### src/rtl/pattern_tx.sv
// Serial pattern transmitter: emits a captured bit pattern MSB-first, repeated
// reps+1 times with a one-cycle gap between copies, then pulses done.
module pattern_tx (
    input  logic       Clock,
    input  logic       Resetn,
    input  logic       start,
    input  logic       abort,
    input  logic [7:0] pattern,
    input  logic [2:0] len,
    input  logic [1:0] reps,
    output logic       w,
    output logic       w_valid,
    output logic       busy,
    output logic       done,
    output logic [3:0] CurState
);

    localparam int unsigned PAT_W = 8;
    localparam int unsigned IDX_W = 3;
    localparam int unsigned REP_W = 2;
    localparam int unsigned ST_W  = 4;

    typedef enum logic [ST_W-1:0] {
        IDLE = 4'd0,
        SEND = 4'd1,
        GAP  = 4'd2,
        DONE = 4'd3
    } state_t;

    state_t             state, state_next;
    logic [PAT_W-1:0]   pat_q, pat_n;
    logic [IDX_W-1:0]   len_q, len_n;
    logic [IDX_W-1:0]   idx_q, idx_n;
    logic [REP_W-1:0]   rep_q, rep_n;
    logic               w_n, w_valid_n, busy_n, done_n;

    // Next-state and datapath update
    always_comb begin
        state_next = state;
        pat_n      = pat_q;
        len_n      = len_q;
        idx_n      = idx_q;
        rep_n      = rep_q;
        case (state)
            IDLE: begin
                if (start && !abort) begin
                    pat_n      = pattern;
                    len_n      = len;
                    idx_n      = len;
                    rep_n      = reps;
                    state_next = SEND;
                end
            end
            SEND: begin
                if (abort) begin
                    idx_n      = IDX_W'(0);
                    rep_n      = REP_W'(0);
                    state_next = IDLE;
                end else if (idx_q == IDX_W'(0)) begin
                    state_next = (rep_q != REP_W'(0)) ? GAP : DONE;
                end else begin
                    idx_n = idx_q - IDX_W'(1);
                end
            end
            GAP: begin
                if (abort) begin
                    idx_n      = IDX_W'(0);
                    rep_n      = REP_W'(0);
                    state_next = IDLE;
                end else begin
                    rep_n      = rep_q - REP_W'(1);
                    idx_n      = len_q;
                    state_next = SEND;
                end
            end
            DONE: begin
                idx_n      = IDX_W'(0);
                rep_n      = REP_W'(0);
                state_next = IDLE;
            end
            default: begin
                idx_n      = IDX_W'(0);
                rep_n      = REP_W'(0);
                state_next = IDLE;
            end
        endcase
    end

    // Outputs are the Moore decode of the upcoming state, registered alongside it
    always_comb begin
        w_n       = 1'b0;
        w_valid_n = 1'b0;
        busy_n    = (state_next != IDLE);
        done_n    = (state_next == DONE);
        if (state_next == SEND) begin
            w_n       = pat_n[idx_n];
            w_valid_n = 1'b1;
        end
    end

    always_ff @(posedge Clock) begin
        if (!Resetn) begin
            state   <= IDLE;
            pat_q   <= PAT_W'(0);
            len_q   <= IDX_W'(0);
            idx_q   <= IDX_W'(0);
            rep_q   <= REP_W'(0);
            w       <= 1'b0;
            w_valid <= 1'b0;
            busy    <= 1'b0;
            done    <= 1'b0;
        end else begin
            state   <= state_next;
            pat_q   <= pat_n;
            len_q   <= len_n;
            idx_q   <= idx_n;
            rep_q   <= rep_n;
            w       <= w_n;
            w_valid <= w_valid_n;
            busy    <= busy_n;
            done    <= done_n;
        end
    end

    assign CurState = state;

endmodule

### config.mk
export PLATFORM = sky130hd
export DESIGN_NAME = pattern_tx
export DESIGN_NICKNAME = d
export VERILOG_FILES = /design/src/rtl/pattern_tx.sv
export SDC_FILE = /design/constraint.sdc
export NUM_CORES = 1
export LEC_CHECK = 0
export BUFFER_PORTS_ARGS = -buffer_cell sky130_fd_sc_hd__clkbuf_2
export CORE_MARGIN = 2
export CORE_UTILIZATION = 48
export DETAILED_ROUTE_END_ITERATION = 8
export PLACE_DENSITY_LB_ADDON = 0.12
export REMOVE_ABC_BUFFERS = 1
export SLEW_MARGIN = 30
export SYNTH_ARGS = -nofsm -noshare
export SYNTH_HDL_FRONTEND = slang
export SYNTH_SLANG_ARGS = --single-unit
### constraint.sdc
create_clock -name Clock -period 2.15 [get_ports Clock]
set_input_delay 0.43 -clock Clock [delete_from_list [all_inputs] [get_ports Clock]]
set_output_delay 0.43 -clock Clock [all_outputs]
set_load 0.01 [all_outputs]
==> summary.md <==
| Metric | Value |
|---|---|
| Deepest level of the CTS H-tree | `1` |
| 1st-iter DRT viols | `57` |
| Top_reg_cell synth | `sky130_fd_sc_hd__dfxtp_1` |
| Die area | `0.00303 sq mm` |
| NetSw | `195 uW` |
| Pins Over Slew Limit | `0` |
| Worst hold path startpoint | `Resetn` |
| Min-delay worst type | `primary input to flop` |
| Vias in the first global route | `1150` |
| Setup slack after placement | `-0.187 ns` |
| Number of buffer and inverter stages on the critical path | `1` |
| FF-to-FF Start | `CurState[2]$_SDFF_PN0_` |
| Final number of setup-violating endpoints | `0` |
| Share of Yosys cell area claimed by the top area cell type | `38.4%` |
| Leak Pwr | `0.709 nW` |
| Global-route wire length before repair | `5190 microns` |
| Peak clock frequency supported by timing | `468 MHz` |
| Clock root buffer master | `sky130_fd_sc_hd__clkbuf_4` |
| Detailed placement HPWL | `2410 microns` |
| Count of boundary I/O pins | `25` |
| NumNets Final | `221` |
| RSZ-0062 raised after global routing | `true` |
| FFs w/ async S/R, synth | `0%` |
| Count of vias placed by the detailed router | `1276` |
| Outcome | `completed` |
| Total of buffers placed on input and output ports | `24` |
| Commonest non-fill, non-tap cell in the layout | `sky130_fd_sc_hd__nand2_1` |
| Max Cap Violations | `0` |
| Core footprint | `0.00248 sq mm` |
| Floorplan die width | `55.1 microns` |
| Critical path's largest stage delay | `0.56 ns` |
| Leading cell types in the layout, fill and taps excluded | `sky130_fd_sc_hd__nand2_1 (26), sky130_fd_sc_hd__buf_4 (25), sky130_fd_sc_hd__clkbuf_2 (24), sky130_fd_sc_hd__dfxtp_1 (20), sky130_fd_sc_hd__a21oi_1 (16)` |
| Time the final worst path needs with I/O delays and setup | `2.14 ns` |
| Count of antenna-violating nets left after detailed routing | `0` |
| Logic pwr share | `13.6%` |
| Overflow left after global routing | `0` |
| Req. time, crit path | `2.41 ns` |
| Switching part of the total power | `25.6%` |
| Power per unit of standard cell area | `465 mW/mm^2` |
| Mapped Area | `0.00125 sq mm` |
| Startpoint kind of the worst setup timing path | `flop` |
| Yosys Warn Count | `0` |
| Number of enable-type register cells in the synthesized netlist | `0` |
| Worst IR drop on VDD | `0.449 mV` |
| Internal power summed over all cells | `569 uW` |
| Initial core utilization | `50.5%` |
| Minimum setup slack in the final design | `0.0138 ns` |
| Critical path capture point type | `flop` |
| P&R area growth vs syn | `31.2%` |
| Final routed DRC violation total | `0` |
| Final weighted congestion in routability-driven placement | `0.965` |
| CTS max path bufs | `2` |
| Dominant cells by area after synthesis | `sky130_fd_sc_hd__dfxtp_1 (38%), sky130_fd_sc_hd__nand2_1 (7.8%), sky130_fd_sc_hd__a21oi_1 (6.4%)` |
| Family of cells with the greatest summed delay on the critical path | `simple AND/OR/NAND/NOR gates` |
| Share of post-route cells with drive strength above 1 | `37.7%` |
| Insertion delay of the later-clocked pin in the worst-skew pair | `0.32 ns` |
| Vertical extent of the die | `55.1 microns` |
| Clock tree from TritonCTS | `built` |
| Part of the cycle the worst path needs | `99.4%` |
| Endpoint arrival time on the critical path | `2.39 ns` |
| Vias/cell | `5.57` |
| Endpoints failing hold | `0` |
| Startpoint of the most critical setup path | `CurState[2]$_SDFF_PN0_` |
| Total wirelength of the detailed-routed design | `3280 microns` |
| Worst clock skew | `0.00337 ns` |
| Relative contribution of sequential cells to total power | `60.2%` |
| TritonCTS buffer count | `3` |
| Total GRT Usage | `23.8%` |
| Ordered cell list for the critical path | `or4_4, nor4b_4, buf_4, or2_2, o21ai_0, a32oi_1, o2111ai_1, a31oi_1` |
| Number of antenna diodes | `0` |
| Per-instance average area after synthesis | `8.23 sq um` |
| Cell type with the largest total area after synthesis | `sky130_fd_sc_hd__dfxtp_1` |
| Slowest stage cell on the critical path | `sky130_fd_sc_hd__or4_4` |
| Number of antenna violations at the first check in global routing | `0` |
| Count of state elements after synthesis | `24` |
| Part of the total power dissipated in the clock network | `26.1%` |
| Gate count after technology mapping | `152` |
| Largest net degree at the start of global routing | `16` |
| Mean routed wirelength per cell | `14.3 microns` |
| DRT Pass-1 Iters | `5` |
| Number of distinct standard cells referenced by the synthesized netlist | `41` |
| Worst-path maximum fanout | `5` |
| Proportion of synthesized chip area in sequential cells | `38.4%` |
| Clk pin slew, worst setup/hold paths | `0.13 ns` |
| Clock tree sinks | `24` |
| Crit Path Category | `flop to flop` |
| Row count | `18` |
| Worst-case hold slack | `0.336 ns` |
==> worst register-to-register path, stage by stage (launching register included) <==
cell and delay [ns]:
sky130_fd_sc_hd__dfxtp_2 0.36, sky130_fd_sc_hd__or4_4 0.56, sky130_fd_sc_hd__nor4b_4 0.29, sky130_fd_sc_hd__buf_4 0.15, sky130_fd_sc_hd__or2_2 0.14, sky130_fd_sc_hd__o21ai_0 0.08, sky130_fd_sc_hd__a32oi_1 0.23, sky130_fd_sc_hd__o2111ai_1 0.14
sky130_fd_sc_hd__a31oi_1 0.14
==> sequential cells by signal, summed over array words and instances, names as in the netlist, 2 cells and up <==
register and count:
pat_q 8, CurState 4, idx_q 3, len_q 3, rep_q 2
==> logic make-up after synthesis <==
kind of cell               count (synthesis)  share of synthesized area, %
AOI/OAI and AO/OA                         38                          19.5
adders and majority gates                  3                          3.00
buffers and inverters                     13                          4.30
DFF                                       24                          38.4
muxes                                      4                          3.20
other                                      1                         0.300
and+or+nand+nor                           69                          31.3
==> final cells by class <==
type                    instances  area [sq um]
fillers                       223           836
multi-input cells             116           762
flip-flops and latches         24           485
repair buffers                 49           308
well taps                      30          37.5
inverters                       7          26.3
clock buffers                   3          22.5
==> Yosys cell counts, types with 2 or more instances <==
cell,n
sky130_fd_sc_hd__and3_1,3
sky130_fd_sc_hd__clkbuf_1,4
sky130_fd_sc_hd__a32oi_1,2
sky130_fd_sc_hd__and2_1,3
sky130_fd_sc_hd__inv_1,7
sky130_fd_sc_hd__nor3_1,4
sky130_fd_sc_hd__nor2_1,9
sky130_fd_sc_hd__nand3_1,3
sky130_fd_sc_hd__nand4_1,3
sky130_fd_sc_hd__a31oi_1,2
sky130_fd_sc_hd__a221o_1,2
sky130_fd_sc_hd__nand2_1,26
sky130_fd_sc_hd__or3_1,2
sky130_fd_sc_hd__a21oi_1,16
sky130_fd_sc_hd__mux2i_1,4
sky130_fd_sc_hd__nand2b_1,2
sky130_fd_sc_hd__ha_1,3
sky130_fd_sc_hd__or2_2,3
sky130_fd_sc_hd__o2111ai_1,2
sky130_fd_sc_hd__o21ai_0,8
sky130_fd_sc_hd__dfxtp_1,24
==> timing repair <==
action,in CTS,in global routing
setup buffers,0,1
hold buffers,0,0
resized for setup,6,11
pin swaps,2,4
endpoints found under the setup margin,1,1
==> path summary, 6_finish.rpt <==
| check | to | cells past startpoint | slack (ns) |
|---|---|---|---|
| min reg2reg | pat_q[1]$_SDFF_PN0_ | 2 | 0.46 |
| max reg2reg | w$_SDFF_PN0_ | 8 | 0.01 |
| max | w$_SDFF_PN0_ | 8 | 0.01 |
| min | idx_q[2]$_SDFF_PN0_ | 2 | 0.34 |
==> stage by stage <==
stage	area [sq um]	instances	util, %	TNS (ns)	total power [mW]
floorplan	1230	147	-	0	0.514
global placement	1570	225	63.2	-0.139	0.563
detailed placement	1570	225	63.2	-0.187	0.566
CTS	1600	228	64.6	0	0.764
global route	1640	229	66.3	-0.0765	0.796
finish	1640	229	66.3	0	0.764
==> power groups by stage <==
stage	combinational, mW	clock (mW)	sequential [mW]
final	0.104	0.200	0.460
after global placement	0.0938	0	0.469
after detailed placement	0.0962	0	0.469
after global routing	0.114	0.221	0.461
after CTS	0.0981	0.207	0.460
after floorplan	0.0446	0	0.470
==> layer usage <==
layer / track usage (%) / routed length [microns] / vias up
met5: 0 / 0 / -
met4: 8.94 / 50 / 0
met3: 4.30 / 200 / 7
met2: 36.5 / 1480 / 53
met1: 33.2 / 1550 / 583
li1: - / - / 633
Note: power is estimated with default switching activity, not from simulation.
